[config.mk]
export PLATFORM = sky130hd
export DESIGN_NAME = nice_gemm_ctrl
export DESIGN_NICKNAME = d
export VERILOG_FILES = /design/src/rtl/nice_gemm_ctrl.sv
export SDC_FILE = /design/constraint.sdc
export NUM_CORES = 1
export LEC_CHECK = 0
export ABC_AREA = 1
export BUFFER_PORTS_ARGS = -buffer_cell sky130_fd_sc_hd__buf_4
export CAP_MARGIN = 15
export CORE_MARGIN = 1
export CORE_UTILIZATION = 47
export DETAILED_ROUTE_END_ITERATION = 10
export GPL_ROUTABILITY_DRIVEN = 1
export PLACE_DENSITY = 0.84
export SLEW_MARGIN = 5
export SYNTH_ARGS = -nofsm -noshare
export SYNTH_HDL_FRONTEND = slang
export SYNTH_SLANG_ARGS = --single-unit
[constraint.sdc]
create_clock -name nice_clk -period 2.28 [get_ports nice_clk]
set_clock_uncertainty 0.05 [all_clocks]
set_input_delay 0.342 -clock nice_clk [delete_from_list [all_inputs] [get_ports nice_clk]]
set_output_delay 0.342 -clock nice_clk [all_outputs]
set_load 0.005 [all_outputs]
[src/rtl/nice_gemm_ctrl.sv]
// NICE custom-instruction front end for a GEMM engine. It decodes config and start
// instructions, holds the GEMM configuration, launches and times the engine, and returns a response.
module nice_gemm_ctrl #(
  parameter logic [6:0]  CUSTOM_OPCODE = 7'b0101011,
  parameter logic [31:0] TIMEOUT_CYC   = 32'd65535
) (
  input  logic        nice_clk,
  input  logic        nice_rst_n,
  input  logic        nice_req_valid,
  output logic        nice_req_ready,
  input  logic [31:0] nice_req_instr,
  input  logic [31:0] nice_req_rs1,
  input  logic [31:0] nice_req_rs2,
  output logic        nice_rsp_multicyc_valid,
  input  logic        nice_rsp_multicyc_ready,
  output logic [31:0] nice_rsp_multicyc_dat,
  output logic        nice_rsp_multicyc_err,
  output logic        nice_mem_holdup,
  output logic        eng_start,
  output logic        eng_abort,
  input  logic        eng_done,
  input  logic        eng_err,
  output logic [31:0] cfg_a_base,
  output logic [31:0] cfg_b_base,
  output logic [31:0] cfg_c_base,
  output logic [31:0] cfg_stride_a,
  output logic [31:0] cfg_stride_b,
  output logic [31:0] cfg_stride_c,
  output logic [15:0] cfg_m,
  output logic [15:0] cfg_n,
  output logic [15:0] cfg_k,
  output logic [7:0]  cfg_flags,
  output logic [31:0] cfg_scale,
  output logic [31:0] cfg_zp
);

  localparam logic [1:0] S_IDLE  = 2'd0;
  localparam logic [1:0] S_START = 2'd1;
  localparam logic [1:0] S_RUN   = 2'd2;
  localparam logic [1:0] S_RSP   = 2'd3;

  logic [1:0]  state;
  logic [31:0] counter;
  logic [31:0] cnt_inc;
  logic [31:0] rsp_dat;
  logic        rsp_err;

  logic [6:0] opcode;
  logic [2:0] funct3;
  logic [6:0] funct7;
  logic       is_cfg;
  logic       is_start;
  logic       dims_zero;
  logic       accept;
  logic       timeout_hit;
  logic       unused_ok;

  assign opcode = nice_req_instr[6:0];
  assign funct3 = nice_req_instr[14:12];
  assign funct7 = nice_req_instr[31:25];
  assign unused_ok = &{1'b0, nice_req_instr[24:15], nice_req_instr[11:7]};

  assign is_cfg   = (opcode == CUSTOM_OPCODE) && (funct3 == 3'b011) &&
                    !funct7[6] && $onehot(funct7[5:0]);
  assign is_start = (opcode == CUSTOM_OPCODE) && (funct3 == 3'b010) &&
                    (funct7 == 7'b1000000);
  assign dims_zero = (cfg_m == 16'd0) || (cfg_n == 16'd0) || (cfg_k == 16'd0);

  // ready is also gated by reset so every output reads 0 while reset is held
  assign nice_req_ready = (state == S_IDLE) && nice_rst_n;
  assign accept         = nice_req_valid && nice_req_ready;

  // counter holds cycles already spent in RUN; cnt_inc is the count including this cycle
  assign cnt_inc     = counter + 32'd1;
  assign timeout_hit = (cnt_inc == TIMEOUT_CYC);

  assign eng_start               = (state == S_START);
  assign eng_abort               = (state == S_RUN) && !eng_done && timeout_hit;
  assign nice_mem_holdup         = (state == S_START) || (state == S_RUN);
  assign nice_rsp_multicyc_valid = (state == S_RSP);
  assign nice_rsp_multicyc_dat   = rsp_dat;
  assign nice_rsp_multicyc_err   = rsp_err;

  always_ff @(posedge nice_clk or negedge nice_rst_n) begin
    if (!nice_rst_n) begin
      state   <= S_IDLE;
      counter <= 32'd0;
      rsp_dat <= 32'd0;
      rsp_err <= 1'b0;
    end else begin
      case (state)
        S_IDLE: begin
          if (accept) begin
            rsp_dat <= 32'd0;
            if (is_cfg) begin
              rsp_err <= 1'b0;
              state   <= S_RSP;
            end else if (is_start && !dims_zero) begin
              state <= S_START;
            end else begin
              rsp_err <= 1'b1;
              state   <= S_RSP;
            end
          end
        end
        S_START: begin
          counter <= 32'd0;
          state   <= S_RUN;
        end
        S_RUN: begin
          counter <= cnt_inc;
          if (eng_done) begin
            rsp_dat <= cnt_inc;
            rsp_err <= eng_err;
            state   <= S_RSP;
          end else if (timeout_hit) begin
            rsp_dat <= cnt_inc;
            rsp_err <= 1'b1;
            state   <= S_RSP;
          end
        end
        default: begin
          if (nice_rsp_multicyc_ready) begin
            rsp_dat <= 32'd0;
            rsp_err <= 1'b0;
            state   <= S_IDLE;
          end
        end
      endcase
    end
  end

  always_ff @(posedge nice_clk or negedge nice_rst_n) begin
    if (!nice_rst_n) begin
      cfg_a_base   <= 32'd0;
      cfg_b_base   <= 32'd0;
      cfg_c_base   <= 32'd0;
      cfg_stride_a <= 32'd0;
      cfg_stride_b <= 32'd0;
      cfg_stride_c <= 32'd0;
      cfg_m        <= 16'd0;
      cfg_n        <= 16'd0;
      cfg_k        <= 16'd0;
      cfg_flags    <= 8'd0;
      cfg_scale    <= 32'd0;
      cfg_zp       <= 32'd0;
    end else if (accept && is_cfg) begin
      if (funct7[0]) begin
        cfg_a_base <= nice_req_rs1;
        cfg_b_base <= nice_req_rs2;
      end
      if (funct7[1]) begin
        cfg_c_base   <= nice_req_rs1;
        cfg_stride_a <= nice_req_rs2;
      end
      if (funct7[2]) begin
        cfg_stride_b <= nice_req_rs1;
        cfg_stride_c <= nice_req_rs2;
      end
      if (funct7[3]) begin
        cfg_m <= nice_req_rs1[15:0];
        cfg_n <= nice_req_rs2[15:0];
      end
      if (funct7[4]) begin
        cfg_k     <= nice_req_rs1[15:0];
        cfg_flags <= nice_req_rs2[7:0];
      end
      if (funct7[5]) begin
        cfg_scale <= nice_req_rs1;
        cfg_zp    <= nice_req_rs2;
      end
    end
  end

endmodule
# Word level (Yosys, flattened, before mapping)
# Cells that the tools add are included.
[word_totals] reg_bits=379 latch_bits=0 ramBits=0 rom_bits=0 inputBits=102 out_inout_bits=350 word_cells=88 n_memories=0
[classes] n_addsub=6 n_mul=0 div=0 magnitude_cmp=0 n_eq_ne=12 shift=0 mux=20 bitwise_logic=1 reduce_logical=33
[ops] operator="32-bit 2-to-1 mux" n=4
[ops] operator="32-bit one-hot mux with 3 select lines" n=1
[ops] operator="32-bit one-hot mux with 2 select lines" n=1
[ops] operator="16-bit logical NOT" n=3
[ops] operator="32-bit by 1-bit adder with 32-bit output (second input constant)" n=1
[ops] operator="32-bit by 16-bit equality test with 1-bit output (second input constant)" n=1
[ops] operator="2-bit 2-to-1 mux" n=6
[ops] operator="2-bit AND reduction" n=6
[ops] operator="1-bit logical AND" n=11
[ops] operator="7-bit by 6-bit equality test with 1-bit output (second input constant)" n=1
[ops] operator="7-bit equality test (second input constant)" n=1
[ops] operator="1-bit by 1-bit adder with 2-bit output" n=3
[ops] operator="3-bit by 2-bit equality test with 1-bit output (second input constant)" n=2
[ops] operator="1-bit 2-to-1 mux" n=6
[ops] operator="3-bit inequality test (second input constant)" n=2
[ops] operator="2-bit one-hot mux with 3 select lines" n=1
[ops] operator="5-bit AND reduction" n=1
[ops] operator="2-bit equality test (second input constant)" n=2
[ops] operator="4-bit AND reduction" n=1
[ops] operator="4-bit nonzero test" n=1
[ops] operator="2-bit by 2-bit adder with 3-bit output" n=1
[ops] operator="3-bit by 2-bit adder with 3-bit output" n=1
[ops] operator="3-bit by 1-bit equality test with 1-bit output (second input constant)" n=1
[ops] operator="1-bit logical NOT" n=3
[ops] operator="other kinds (9)" n=11

# Logic depth before layout (Yosys ltp)
[depth] depth_word=9 mapped_depth=17 ltp_nobuf=16

# Worst setup path after synthesis
# Ideal clock, no wire load.
[synth_timing] kind="input -> register" startpoint="in nice_req_instr[25]" endpoint="reg cfg_flags[6]" setup_ps=130 arrival_ps=3225 required_time_ps=2100 slack_ps=-1125 stages=14 n_path_buf=3 path_cell_list="inv_1 fa_1 fa_1 inv_1 ha_1 fa_1 nor4_1 and2_1 clkbuf_1 nand3_1 clkbuf_1 clkbuf_1 nand2_1 o21ai_0"
[synth_between] elab_chain_len=7
[synth_lines] item="from (decl)" line_no="11" rtl="input logic [31:0] nice_req_instr,"
[synth_lines] item="1-bit by 1-bit adder with 2-bit output (implied by the code)" line_no="64" rtl="!funct7[6] && $onehot(funct7[5:0]);"
[synth_lines] item="2-bit by 2-bit adder with 3-bit output (implied by the code)" line_no="64"
[synth_lines] item="3-bit by 2-bit adder with 3-bit output (implied by the code)" line_no="64"
[synth_lines] item="3-bit by 1-bit equality test with 1-bit output" line_no="64"
[synth_lines] item="1-bit logical AND" line_no="64"
[synth_lines] item="1-bit logical AND" line_no="147" rtl="end else if (accept && is_cfg) begin"
[synth_lines] item="2-bit AND reduction (no source line)"
[synth_lines] item="to (signal assigned)" line_no="166" rtl="cfg_flags <= nice_req_rs2[7:0];"
[synth_lines] item="to (decl)" line_no="32" rtl="output logic [7:0] cfg_flags,"
# No other way between the ends.
# A chain may end at the register's enable or synchronous reset.

# Worst setup path in the final report
[layout_timing] startpoint="in nice_req_instr[25]" endpoint="reg cfg_a_base[14]"
[layout_between] elab_chain_len=7
[layout_lines] item="1-bit by 1-bit adder with 2-bit output (implied by the code)" line_no="64"
[layout_lines] item="2-bit by 2-bit adder with 3-bit output (implied by the code)" line_no="64"
[layout_lines] item="3-bit by 2-bit adder with 3-bit output (implied by the code)" line_no="64"
[layout_lines] item="3-bit by 1-bit equality test with 1-bit output" line_no="64"
[layout_lines] item="1-bit logical AND" line_no="64"
[layout_lines] item="1-bit logical AND" line_no="147"
[layout_lines] item="2-bit AND reduction (no source line) *"
[layout_lines] item="to (signal assigned)" line_no="149" rtl="cfg_a_base <= nice_req_rs1;"
[layout_lines] item="to (decl)" line_no="23" rtl="output logic [31:0] cfg_a_base,"
# Every way passes the cells marked *; elsewhere a longest branch is shown, timed or not.

==> metrics.md <==
| Metric | Value |
|---|---|
| Largest net degree at the start of global routing | `141` |
| Pwr Density | `694 nW/um^2` |
| Peak VDD IR | `732 uV` |
| Root buffer cell | `clkbuf_16` |
| Routed wire per std cell | `21.4 um` |
| P_int | `11.4 mW` |
| Initial Util | `47.8%` |
| Antenna violations before repair | `3` |
| Die W | `184 um` |
| Final TNS setup | `-249.16 ns` |
| Sequential area share after synthesis | `61.0%` |
| CP Data Required Time | `2.65 ns` |
| Worst-path fanout max | `18` |
| Worst-skew pair later-pin latency | `0.54 ns` |
| Synth top area cells | `dfrtp_1 61%, nand2_1 13%, o21ai_0 11%, inv_1 3.2%, nor2_1 2.1%` |
| Fin crit period | `3.16 ns` |
| Nets | `2370` |
| Leading area contributor after synthesis | `dfrtp_1` |
| Register area | `9490 sq um` |
| Num CTS Buffers | `40` |
| Io pins | `452` |
| Hold WS | `0.0748 ns` |
| Power share of the clock group | `42.0%` |
| Row count | `66` |
| Clk sinks | `379` |
| Yosys warning count | `0` |
| Syn avg cell area | `8.97 sq um` |
| Synth cell types | `31` |
| Filler instances | `2353` |
| #FFs+latches synth | `379` |
| I/O Buffers | `436` |
| Synth Cell Area | `15500 sq um` |
| Crit path DAT | `3.53 ns` |
| Vias in the first global route | `14700` |
| Area of the multi-input gates | `5790 sq um` |
| Combinational power share | `14.5%` |
| Crit Path Category | `input port to flop` |
| Status | `finished with violations` |
| Setup WS post-layout | `-0.877 ns` |
| Sw Ratio | `27.7%` |
| CTS tree | `yes` |
| DR vias | `15200` |
| Gr usage total | `31.4%` |
| Slew HR | `43.5%` |
| Final period util | `138%` |
| Max_cap viols | `0` |
| Failing checks | `negative setup slack` |
| Die Y | `184 um` |
| Core ar. | `32500 sq um` |
| Commonest cells after routing, fill and taps aside | `516 x buf_4, 479 x nand2_1, 378 x dfrtp_1, 218 x o21ai_0, 128 x inv_1` |
| Max Root-Sink Buffers | `3` |
| RSZ-0062 raised after global routing | `true` |
| Clock Pin Slew Worst Setup and Hold Paths | `0.06 ns` |
| DRC | `0` |
| First-pass GRT wire length | `81400 um` |
| Post-Synthesis Cells | `1733` |
| Die area | `33800 sq um` |
| Share of cells above drive strength 1 | `34.9%` |
| CP Launch Type | `input port` |
| LEAKAGE | `11.7 nW` |
| Sw power | `4.36 mW` |
| Least-Margin Pin Slew | `0.847 ns` |
| 1st-pass router iterations | `6` |
| Final std cell area, no fill | `22700 sq um` |
| Dpl cell area | `20000 sq um` |
| Hold Vio Cnt, Final | `0` |
| Sequential share of power | `43.5%` |
| Final wirelength | `58400 um` |
| Syn nets | `1847` |
| Commonest non-fill, non-tap cell in the layout | `buf_4` |
| Clock H-tree levels | `2` |
| Hold Crit Class | `input port to flop` |
| Vias/cell | `5.55` |
| Routability Congestion | `0.912` |
| Grt ovf | `0` |
| P&R area growth vs syn | `45.9%` |
| F_max | `317 MHz` |
| # setup viols final | `348` |
| HPWL Detailed | `36000 um` |
| Synth top area share | `61.0%` |
| CP endpoint kind | `flop` |
| Initial DRC count | `1355` |
| Max Slew Vio Count | `0` |
| Routed Antenna Nets | `0` |
worst max-delay path: stages:
cell and delay (ns):
buf_12 0.10, inv_8 0.03, fa_1 0.51, fa_1 0.51
inv_1 0.07, ha_2 0.18, fa_1 0.47, nor4_2 0.28
and2_4 0.20, buf_12 0.14, nand3_4 0.12, buf_12 0.19
clkbuf_16 0.20, nand2_1 0.11, o21ai_2 0.06
cell type report:
cell class	instances	area share [%]
flip-flops and latches	379	41.8
multi-input cells	1131	25.5
repair buffers	569	22.0
clock buffers	60	5.28
well taps	442	2.44
inverters	135	2.28
clock inverters	10	0.612
diodes	3	0.0331
cell usage after synthesis (all sizes together):
library cell	n
nor3	5
o21ai	351
inv	135
fa	3
ha	9
nor4	11
and2	1
nand2	554
xor2	4
buf	12
nand4	7
nor2	99
dfrtp	379
or2	1
clkbuf	76
xnor2	1
a21oi	13
nand3b	2
nand3	70
path summary, 6_finish.rpt:
path,startpoint,end,slack [ns],depth (start not counted)
max in group asynchronous,nice_rst_n,cfg_stride_b[15],0.51,4
min in group asynchronous,nice_rst_n,cfg_stride_a[23],0.19,2
setup reg to reg,counter[13],nice_rsp_multicyc_dat[11],-0.30,17
hold reg to reg,nice_rsp_multicyc_dat[21],nice_rsp_multicyc_dat[21],0.42,2
setup / recovery,nice_req_instr[25],cfg_a_base[14],-0.88,15
hold / removal,nice_req_rs2[27],cfg_b_base[27],0.07,3
layer usage:
| layer | track usage (%) | up-vias | share of wire (%) |
|---|---|---|---|
| li1 | - | 6622 | - |
| met1 | 38.7 | 7334 | 38 |
| met2 | 52.5 | 960 | 48 |
| met3 | 7.03 | 235 | 9.3 |
| met4 | 14.8 | 0 | 5.2 |
| met5 | 0 | - | 0 |
state kept, by name, summed over array words and instances, names as in the netlist, 2 cells and up:
signal / count
cfg_stride_b: 32
cfg_zp: 32
cfg_b_base: 32
cfg_flags: 8
cfg_stride_a: 32
cfg_scale: 32
cfg_c_base: 32
cfg_stride_c: 32
state: 2
cfg_m: 16
nice_rsp_multicyc_dat: 32
cfg_n: 16
cfg_a_base: 32
counter: 32
cfg_k: 16
power groups by stage:
stage	logic (mW)	registers, mW	clock network (mW)
6_report	2.29	6.84	6.62
5_1_grt	2.48	6.84	6.95
4_1_cts	2.24	6.84	6.64
3_5_place_dp	2.18	6.96	0
3_3_place_gp	2.12	6.96	0
2_1_floorplan	1.13	6.96	0
cell families (layout without fill, tap and decap cells):
kind of cell,Yosys count,after routing,synth area share [%]
compound gates,364,364,11.7
fa+ha+maj,12,12,1.11
simple gates,750,750,20.2
buf+inv,223,774,5.64
flops,379,379,61.0
other cells,0,3,0
xor+xnor,5,5,0.282
through the flow:
step	util, %	instances	power (mW)	setup WS [ns]
6_report	69.7	2729	15.7	-0.877
5_1_grt	69.7	2729	16.3	-0.984
4_1_cts	67.5	2710	15.7	-0.713
3_5_place_dp	61.6	2622	9.14	-1.27
3_3_place_gp	61.6	2622	9.07	-1.24
2_1_floorplan	-	1733	8.09	-0.863
what timing repair did:
action,CTS,global route
endpoints found under the setup margin,348,349
endpoints found under the hold margin,51,0
hold buffers,1,0
cloned,8,13
pin swaps,8,6
resized for setup,134,169
buffers inserted,9,4
No activity file was read; power rests on OpenSTA's default activity.
